### src/rtl/arq_tx_ctrl_if.sv
// arq_tx_ctrl_if: FIFO, serializer, retransmit RAM, ACK line and status bundle of the ARQ transmit controller.
interface arq_tx_ctrl_if;
  logic        i_arq_en;
  logic        i_fifo_valid;
  logic [7:0]  i_fifo_data;
  logic        i_fifo_fas;
  logic        o_fifo_ready;
  logic        o_tx_valid;
  logic [7:0]  o_tx_data;
  logic        i_tx_ready;
  logic        o_mem_we;
  logic [12:0] o_mem_addr;
  logic [7:0]  o_mem_wdata;
  logic [7:0]  i_mem_rdata;
  logic        i_otn_tx_ack;
  logic        o_retrans_req;
  logic        o_frame_done;
  logic        o_frame_drop;
  logic        o_busy;
  modport master (
    input  i_arq_en, i_fifo_valid, i_fifo_data, i_fifo_fas, i_tx_ready, i_mem_rdata, i_otn_tx_ack,
    output o_fifo_ready, o_tx_valid, o_tx_data, o_mem_we, o_mem_addr, o_mem_wdata,
           o_retrans_req, o_frame_done, o_frame_drop, o_busy
  );
  modport slave (
    output i_arq_en, i_fifo_valid, i_fifo_data, i_fifo_fas, i_tx_ready, i_mem_rdata, i_otn_tx_ack,
    input  o_fifo_ready, o_tx_valid, o_tx_data, o_mem_we, o_mem_addr, o_mem_wdata,
           o_retrans_req, o_frame_done, o_frame_drop, o_busy
  );
endinterface

### src/rtl/arq_tx_ctrl.sv
// arq_tx_ctrl: streams FIFO frames to the serializer, buffers them for replay and runs the 3-bit ACK retry loop.
module arq_tx_ctrl #(
  parameter int FRAME_BYTES = 4164,
  parameter int ACK_TIMEOUT = 16384,
  parameter int MAX_RETRY   = 3
) (
  input logic           i_clk,
  input logic           i_rst,
  arq_tx_ctrl_if.master bus
);
  typedef enum logic [2:0] {
    S_IDLE, S_SEND, S_ACK_WAIT, S_ACK_BIT, S_ACK_STOP, S_RETX_PRIME, S_RETX_SEND
  } state_t;
  localparam logic [12:0] LAST_BYTE = 13'(FRAME_BYTES - 1);
  localparam logic [15:0] LAST_TICK = 16'(ACK_TIMEOUT - 1);
  localparam logic [3:0]  RETRY_MAX = 4'(MAX_RETRY);
  state_t      r_state;
  logic [12:0] r_byte_cnt;
  logic [12:0] r_rd_ptr;
  logic [15:0] r_timer;
  logic [3:0]  r_retry;
  logic [2:0]  r_ack_sync;
  logic        r_ack_val;
  logic        r_done;
  logic        r_drop;
  logic        w_run;
  logic        w_ack_s;
  logic        w_pass;
  logic        w_retx;
  logic        w_fifo_hs;
  logic        w_tx_hs;
  logic        w_bad;
  logic [12:0] w_rd_next;
  // The FAS byte seen in IDLE already travels the SEND path, so it is gated by the serializer too.
  always_comb begin
    w_run     = !i_rst;
    w_ack_s   = r_ack_sync[2];
    w_pass    = r_state == S_SEND || (r_state == S_IDLE && bus.i_fifo_fas);
    w_retx    = r_state == S_RETX_SEND;
    w_fifo_hs = w_run && bus.i_fifo_valid && (w_pass ? bus.i_tx_ready : r_state == S_IDLE);
    w_tx_hs   = w_run && bus.i_tx_ready && (w_pass ? bus.i_fifo_valid : w_retx);
    w_rd_next = r_rd_ptr + {12'd0, w_tx_hs};
    w_bad     = (r_state == S_ACK_WAIT && w_ack_s && r_timer == LAST_TICK) ||
                (r_state == S_ACK_STOP && !(!w_ack_s && r_ack_val));
  end
  assign bus.o_fifo_ready  = w_run && (w_pass ? bus.i_tx_ready : r_state == S_IDLE);
  assign bus.o_tx_valid    = w_run && (w_pass ? bus.i_fifo_valid : w_retx);
  assign bus.o_tx_data     = !w_run ? 8'd0 : w_pass ? bus.i_fifo_data : w_retx ? bus.i_mem_rdata : 8'd0;
  assign bus.o_mem_we      = w_pass && w_fifo_hs;
  assign bus.o_mem_addr    = !w_run ? 13'd0 : r_state == S_SEND ? r_byte_cnt : w_retx ? w_rd_next : 13'd0;
  assign bus.o_mem_wdata   = bus.o_mem_we ? bus.i_fifo_data : 8'd0;
  assign bus.o_retrans_req = w_run && (r_state == S_RETX_PRIME || w_retx);
  assign bus.o_busy        = w_run && r_state != S_IDLE;
  assign bus.o_frame_done  = r_done;
  assign bus.o_frame_drop  = r_drop;
  always_ff @(posedge i_clk) begin
    if (i_rst) begin
      r_state    <= S_IDLE;
      r_byte_cnt <= '0;
      r_rd_ptr   <= '0;
      r_timer    <= '0;
      r_retry    <= '0;
      r_ack_sync <= '1;
      r_ack_val  <= 1'b0;
      r_done     <= 1'b0;
      r_drop     <= 1'b0;
    end else begin
      r_ack_sync <= {r_ack_sync[1:0], bus.i_otn_tx_ack};
      r_done     <= 1'b0;
      r_drop     <= 1'b0;
      case (r_state)
        S_IDLE: if (w_pass && w_fifo_hs) begin
          r_state    <= S_SEND;
          r_byte_cnt <= 13'd1;
        end
        S_SEND: if (w_fifo_hs) begin
          r_byte_cnt <= r_byte_cnt + 13'd1;
          if (r_byte_cnt == LAST_BYTE) begin
            r_state <= bus.i_arq_en ? S_ACK_WAIT : S_IDLE;
            r_done  <= !bus.i_arq_en;
            r_retry <= '0;
            r_timer <= '0;
          end
        end
        S_ACK_WAIT: begin
          r_timer <= r_timer + 16'd1;
          if (!w_ack_s) r_state <= S_ACK_BIT;
        end
        S_ACK_BIT: begin
          r_ack_val <= w_ack_s;
          r_state   <= S_ACK_STOP;
        end
        S_ACK_STOP: if (!w_ack_s && r_ack_val) begin
          r_done  <= 1'b1;
          r_state <= S_IDLE;
        end
        S_RETX_PRIME: begin
          r_rd_ptr <= '0;
          r_state  <= S_RETX_SEND;
        end
        S_RETX_SEND: if (w_tx_hs) begin
          r_rd_ptr <= w_rd_next;
          if (r_rd_ptr == LAST_BYTE) begin
            r_state <= S_ACK_WAIT;
            r_timer <= '0;
          end
        end
        default: r_state <= S_IDLE;
      endcase
      // Timeout, NAK and framing errors all funnel into the same retry decision.
      if (w_bad) begin
        r_drop  <= r_retry == RETRY_MAX;
        r_retry <= r_retry == RETRY_MAX ? r_retry : r_retry + 4'd1;
        r_state <= r_retry == RETRY_MAX ? S_IDLE : S_RETX_PRIME;
      end
    end
  end
endmodule

### src/flat_wrapper.sv
// flat-port wrapper written by rule: the top's interface ports become plain ports
module arq_tx_ctrl_flat 
#(
  parameter int FRAME_BYTES = 4164,
  parameter int ACK_TIMEOUT = 16384,
  parameter int MAX_RETRY   = 3
)
  (i_clk, i_rst, bus_i_arq_en, bus_i_fifo_valid, bus_i_fifo_data, bus_i_fifo_fas, bus_i_tx_ready, bus_i_mem_rdata, bus_i_otn_tx_ack, bus_o_fifo_ready, bus_o_tx_valid, bus_o_tx_data, bus_o_mem_we, bus_o_mem_addr, bus_o_mem_wdata, bus_o_retrans_req, bus_o_frame_done, bus_o_frame_drop, bus_o_busy);
  arq_tx_ctrl_if bus_i ();
  input logic i_clk;
  input logic i_rst;
  input wire logic [$bits(bus_i.i_arq_en)-1:0] bus_i_arq_en;
  input wire logic [$bits(bus_i.i_fifo_valid)-1:0] bus_i_fifo_valid;
  input wire logic [$bits(bus_i.i_fifo_data)-1:0] bus_i_fifo_data;
  input wire logic [$bits(bus_i.i_fifo_fas)-1:0] bus_i_fifo_fas;
  input wire logic [$bits(bus_i.i_tx_ready)-1:0] bus_i_tx_ready;
  input wire logic [$bits(bus_i.i_mem_rdata)-1:0] bus_i_mem_rdata;
  input wire logic [$bits(bus_i.i_otn_tx_ack)-1:0] bus_i_otn_tx_ack;
  output wire logic [$bits(bus_i.o_fifo_ready)-1:0] bus_o_fifo_ready;
  output wire logic [$bits(bus_i.o_tx_valid)-1:0] bus_o_tx_valid;
  output wire logic [$bits(bus_i.o_tx_data)-1:0] bus_o_tx_data;
  output wire logic [$bits(bus_i.o_mem_we)-1:0] bus_o_mem_we;
  output wire logic [$bits(bus_i.o_mem_addr)-1:0] bus_o_mem_addr;
  output wire logic [$bits(bus_i.o_mem_wdata)-1:0] bus_o_mem_wdata;
  output wire logic [$bits(bus_i.o_retrans_req)-1:0] bus_o_retrans_req;
  output wire logic [$bits(bus_i.o_frame_done)-1:0] bus_o_frame_done;
  output wire logic [$bits(bus_i.o_frame_drop)-1:0] bus_o_frame_drop;
  output wire logic [$bits(bus_i.o_busy)-1:0] bus_o_busy;
  assign bus_i.i_arq_en = bus_i_arq_en;
  assign bus_i.i_fifo_valid = bus_i_fifo_valid;
  assign bus_i.i_fifo_data = bus_i_fifo_data;
  assign bus_i.i_fifo_fas = bus_i_fifo_fas;
  assign bus_i.i_tx_ready = bus_i_tx_ready;
  assign bus_i.i_mem_rdata = bus_i_mem_rdata;
  assign bus_i.i_otn_tx_ack = bus_i_otn_tx_ack;
  assign bus_o_fifo_ready = bus_i.o_fifo_ready;
  assign bus_o_tx_valid = bus_i.o_tx_valid;
  assign bus_o_tx_data = bus_i.o_tx_data;
  assign bus_o_mem_we = bus_i.o_mem_we;
  assign bus_o_mem_addr = bus_i.o_mem_addr;
  assign bus_o_mem_wdata = bus_i.o_mem_wdata;
  assign bus_o_retrans_req = bus_i.o_retrans_req;
  assign bus_o_frame_done = bus_i.o_frame_done;
  assign bus_o_frame_drop = bus_i.o_frame_drop;
  assign bus_o_busy = bus_i.o_busy;
  arq_tx_ctrl #(.FRAME_BYTES(FRAME_BYTES), .ACK_TIMEOUT(ACK_TIMEOUT), .MAX_RETRY(MAX_RETRY)) u_core (.i_clk(i_clk), .i_rst(i_rst), .bus(bus_i));
endmodule
### config.mk
export PLATFORM = sky130hd
export DESIGN_NAME = arq_tx_ctrl_flat
export DESIGN_NICKNAME = d
export VERILOG_FILES = /design/src/rtl/arq_tx_ctrl_if.sv /design/src/rtl/arq_tx_ctrl.sv /design/src/flat_wrapper.sv
export SDC_FILE = /design/constraint.sdc
export NUM_CORES = 1
export LEC_CHECK = 0
export CAP_MARGIN = 40
export CELL_PAD_IN_SITES_DETAIL_PLACEMENT = 0
export CELL_PAD_IN_SITES_GLOBAL_PLACEMENT = 2
export CORE_MARGIN = 1.5
export CORE_UTILIZATION = 28
export CTS_CLUSTER_DIAMETER = 100
export DETAILED_ROUTE_END_ITERATION = 10
export PLACE_DENSITY_LB_ADDON = 0.15
export SYNTH_ARGS = -nofsm -noshare
export SYNTH_HDL_FRONTEND = slang
export SYNTH_SLANG_ARGS = --single-unit
### constraint.sdc
create_clock -name i_clk -period 3.35 [get_ports i_clk]
set_input_delay 0.8375 -clock i_clk [delete_from_list [all_inputs] [get_ports i_clk]]
set_output_delay 0.8375 -clock i_clk [all_outputs]
set_load 0.05 [all_outputs]
# Word level (Yosys, flattened, before mapping)
# Index checks and enable logic that the tools add are counted.
# totals
elab_cells	111
ff_bits	55
output_inout_bits	36
# op_classes
n_reduce_logical	35
bitwise	1
eq_ne	23
muxes	39
add_sub_neg	4
# ops
operator	n
$mux W13	6
$mux W16	4
$pmux W13 S2	2
$pmux W16 S3	1
$mux W8	4
$mux W3	9
$eq A13 B13 Y1 const B	2
$pmux W3 S7	1
$mux W4	5
$add A16 B1 Y16 const B	1
$eq A16 B14 Y1 const B	1
$logic_and A1 B1 Y1	14
$add A13 B1 Y13	1
$add A13 B1 Y13 const B	1
$reduce_bool A2 Y1	5
$eq A3 B3 Y1 const B	3
$ne A3 B3 Y1 const B	3
$ne A2 B2 Y1 const B	4
$reduce_and A7 Y1	1
$eq A3 B2 Y1 const B	2
$ne A3 B1 Y1 const B	2
$ne A3 B2 Y1 const B	2
$reduce_bool A3 Y1	2
$mux W1	5
15 further kinds	21

# Longest topological paths before layout
# depth
ltp_word	9
ltp_mapped	13
mapped_depth_nobuf	12

# Least setup slack after synthesis
# No wires, ideal clock.
# synth_timing
path_kind	input-to-output
startpoint	input port bus_i_fifo_fas
endpoint	output port bus_o_mem_addr[12]
slack_ns	-1.941
arrival_ns	4.453
stages	11
required_ns	2.513
path_cell_list	nor2_1 -> nor3_4 -> nand2_1 -> a21oi_1 -> and2_1 -> ha_1 -> ha_1 -> nand3_1 -> nor4_1 -> xnor2_1 -> o32ai_1
# synth_via
elab_chain_cells	8
# synth_rtl
element	line	rtl
start: declaration	flat_wrapper.sv:15	input wire logic [$bits(bus_i.i_fifo_fas)-1:0] bus_i_fifo_fas;
$logic_and A1 B1 Y1	arq_tx_ctrl.sv:38	w_pass = r_state == S_SEND || (r_state == S_IDLE && bus.i_fifo_fas);
$logic_or A1 B1 Y1	arq_tx_ctrl.sv:38	
$mux W1	arq_tx_ctrl.sv:41	w_tx_hs = w_run && bus.i_tx_ready && (w_pass ? bus.i_fifo_valid : w_retx);
$logic_and A1 B1 Y1	arq_tx_ctrl.sv:41	
$add A13 B1 Y13	arq_tx_ctrl.sv:42	w_rd_next = r_rd_ptr + {12'd0, w_tx_hs};
$mux W13 (3 in series)	arq_tx_ctrl.sv:50	assign bus.o_mem_addr = !w_run ? 13'd0 : r_state == S_SEND ? r_byte_cnt : w_retx ? w_rd_next : 13'd0;
end: declaration	flat_wrapper.sv:23	output wire logic [$bits(bus_i.o_mem_addr)-1:0] bus_o_mem_addr;
# No other way between the ends.

# Worst setup path in the final report
# layout_timing
startpoint	input port bus_i_fifo_fas
endpoint	output port bus_o_mem_addr[9]
# Same word-level chain as after synthesis.

==> summary.md <==
| Metric | Value |
|---|---|
| Critical Path Start | `bus_i_fifo_fas` |
| Hold_buf cts | `0` |
| Status | `finished, violations left` |
| WHS Endpoint | `u_core.r_ack_sync[1]$_SDFF_PP1_` |
| Final Setup Violations | `9` |
| CP Class | `input pin to output port` |
| RSZ-0062 raised after global routing | `yes` |
| Crit-path max FO | `4` |
| Detail Route Antenna Nets | `0` |
| Tcrit/Tclk final | `1.09` |
| Synth Cell Area | `~3500 um2` |
| Ys flop type | `dfxtp_1` |
| Die Area | `between 10,000 and 15,000 um2` |
| Die X | `around 110 um` |
| Total track usage | `0.172` |
| Routed wire per std cell | `15.7 um` |
| Clk sink count | `55` |
| Pin count of the biggest net entering global routing | `67` |
| CTS H-tree depth | `2` |
| Synth Instances | `447` |
| Worst EP arrival | `about 2.8 ns` |
| Cell depth of the worst hold path | `1` |
| Syn Nets | `476` |
| Core Box Area | `12,100 um2` |
| Pre-CTS setup slack | `-0.878 ns` |
| Top-level port count | `59` |
| Drt initial violations | `between 150 and 200` |
| TritonCTS buffer count | `5` |
| Crit path launch type | `input pin` |
| Finished Cell Area | `5290 um2` |
| Final Max Slew Viols | `0` |
| R2R cell count | `15` |
| Final min period | `around 3.6 ns` |
| Cell variety after synth | `64` |
| Max IR drop VDD | `between 0.15 and 0.2 mV` |
| Final wirelength | `10,900 um` |
| RR Startpoint | `u_core.r_state[0]$_SDFFE_PP0P_` |
| Cell taking the most area after synthesis | `dfxtp_1` |
| Vias in the first global route | `3,437` |
| Maxcap violations | `0` |
| WP data required | `between 2 and 3 ns` |
| Top cells by count, synth | `64 x nor2_1, 55 x dfxtp_1, 35 x nand2_1` |
| Vias | `about 3,500` |
| Num rows | `40` |
| Detailed Routing Iterations Pass 1 | `4` |
| Number of flops mapped to enable cells by yosys | `0` |
| IO buf count | `58` |
| Worst slew margin | `0.557` |
| Register Area | `around 1100 um2` |
| Antenna diode count | `0` |
| Die H | `~110 um` |
| Layout cells sized above 1 | `0.295` |
| Yosys top cell area share | `0.316` |
| Global-route wire length before repair | `about 18,000 um` |
| Fillers | `about 1,200` |
| Grt ovf | `0` |
| DRC Markers | `0` |
| Worst r2r dst | `u_core.r_rd_ptr[11]$_SDFFE_PP0P_` |
| R2R Setup Slk | `between 0.7 and 0.8 ns` |
| Placed Area | `between 4000 and 5000 um2` |
| Least-Margin Pin Slew | `0.659 ns` |
| CTS root buf | `clkbuf_16` |
| Failing checks | `negative setup slack` |
| Power Density | `about 260 nW/um2` |
| Final Hold Vio Count | `0` |
| Clock Path Buffers | `2` |
| Initial Util | `0.288` |
| Worst Slack Setup Final | `-0.299 ns` |
| Dpl hpwl | `7860 um` |
| Hold/Removal Path Class | `register to register` |
| Leakage | `~1.8 nW` |
| Clock Latency Late Sink | `~0.3 ns` |
| Routability cong. | `approximately 0.77` |
| Post-synthesis async set-or-reset flop share | `0` |
| Area of the multi-input gates | `~2600 um2` |
| Vias per cell | `between 5 and 6` |
| Initial antenna violation count | `0` |
| Syn Area/Cell | `7.78 um2` |
| Nets | `~550` |
| Setup crit end kind | `output port` |
| # placed instances | `676` |
| Final cell count without fillers | `~690` |
| Top-count cell post-synth | `nor2_1` |
| Clock Skews | `approximately 0.0051 ns` |
| Highest Clock Rate | `about 270 MHz` |
| Sequential area share after synthesis | `0.316` |
| Hold path startpoint | `u_core.r_ack_sync[0]$_SDFF_PP1_` |
| Number of synthesized register bits | `55` |
| CTS tree | `yes` |
| Ys Warns | `0` |
| Area growth from synthesis to layout | `52.0%` |
| CTS clock-pin slew for the worst setup and hold paths | `0.07 ns` |
| Synth area leaders | `dfxtp_1 32%, nor2_1 6.9%, a21oi_1 4.3%` |
==> layout make-up <==
| cell class | count | share of cell area |
|---|---|---|
| Multi-Input combinational cell | 354 | 0.488 |
| Timing Repair Buffer | 102 | 0.233 |
| Sequential cell | 55 | 0.208 |
| Tap cell | 168 | 0.0397 |
| Clock buffer | 6 | 0.0244 |
| Inverter | 6 | 0.00426 |
| Clock inverter | 2 | 0.00237 |
==> logic make-up after synthesis <==
| logic type | after synthesis | synth area share |
|---|---|---|
| buf+inv | 38 | 0.0493 |
| mux | 2 | 0.00575 |
| simple gates | 214 | 0.327 |
| xor+xnor | 14 | 0.0352 |
| fa+ha+maj | 6 | 0.0216 |
| compound gates | 118 | 0.245 |
| flops | 55 | 0.316 |
==> flip-flops by register name, indices dropped and copies added (netlist names) <==
register,count
u_core.bus.o_frame_drop,1
u_core.r_rd_ptr,13
u_core.r_ack_sync,3
u_core.r_byte_cnt,13
u_core.r_ack_val,1
u_core.bus.o_frame_done,1
u_core.r_state,3
u_core.r_retry,4
u_core.r_timer,16
==> cells in the final DEF, fill, tap and decap left out, types with 17 or more instances in the layout <==
master           count
nand3_1             17
nand2_1             33
a21oi_1             27
clkdlybuf4s50_1     20
buf_4               45
nor2_1              50
dfxtp_1             55
o21ai_0             20
buf_12              32
==> worst max-delay path by stage <==
stage                     cells past startpoint            endpoint  slack, ns
final                                        13   bus_o_mem_addr[9]      -0.30
after global routing                         13   bus_o_mem_addr[9]      -0.40
after CTS                                    13   bus_o_mem_addr[9]      -0.25
after detailed placement                     13  bus_o_mem_addr[12]      -0.88
after global placement                       13  bus_o_mem_addr[12]      -0.85
after floorplan                              11  bus_o_mem_addr[12]      -0.80
==> through the flow <==
stage	power, W	utilization	hold WS (ns)	TNS (ns)
floorplan	0.000757	-	0.389	-4.93
global placement	0.000845	0.409	0.402	-8.10
detailed placement	0.000845	0.409	0.400	-8.26
CTS	0.00139	0.432	0.426	-1.63
global route	0.00142	0.438	0.442	-3.53
finish	0.00136	0.438	0.419	-1.93
==> critical path, stage by stage <==
cell	delay [ns]
buf_8	0.08
nor2_4	0.04
nor3_4	0.18
nand2_2	0.08
a21oi_4	0.13
and2_4	0.17
ha_4	0.17
nand4_1	0.21
nor3_2	0.28
xor2_1	0.26
a22oi_2	0.11
nor2_4	0.12
buf_12	0.14
==> metal layers <==
layer	share of wire	GRT usage	routed length, um
met3	0.023	0.0307	253
met4	0.011	0.0392	116
met1	0.49	0.238	5340
met2	0.48	0.277	5170
met5	0	0	0
==> power breakdown <==
part           switching [W]  internal (W)
combinational      0.0000927     0.0000800
sequential        0.00000239      0.000656
clock               0.000252      0.000277
==> what timing repair did <==
item	CTS	global route
pin swaps	18	15
gates cloned	0	0
gates resized for setup	28	10
setup endpoints to repair	13	18
setup buffers	6	3
No activity file was read; power rests on OpenSTA's default activity.
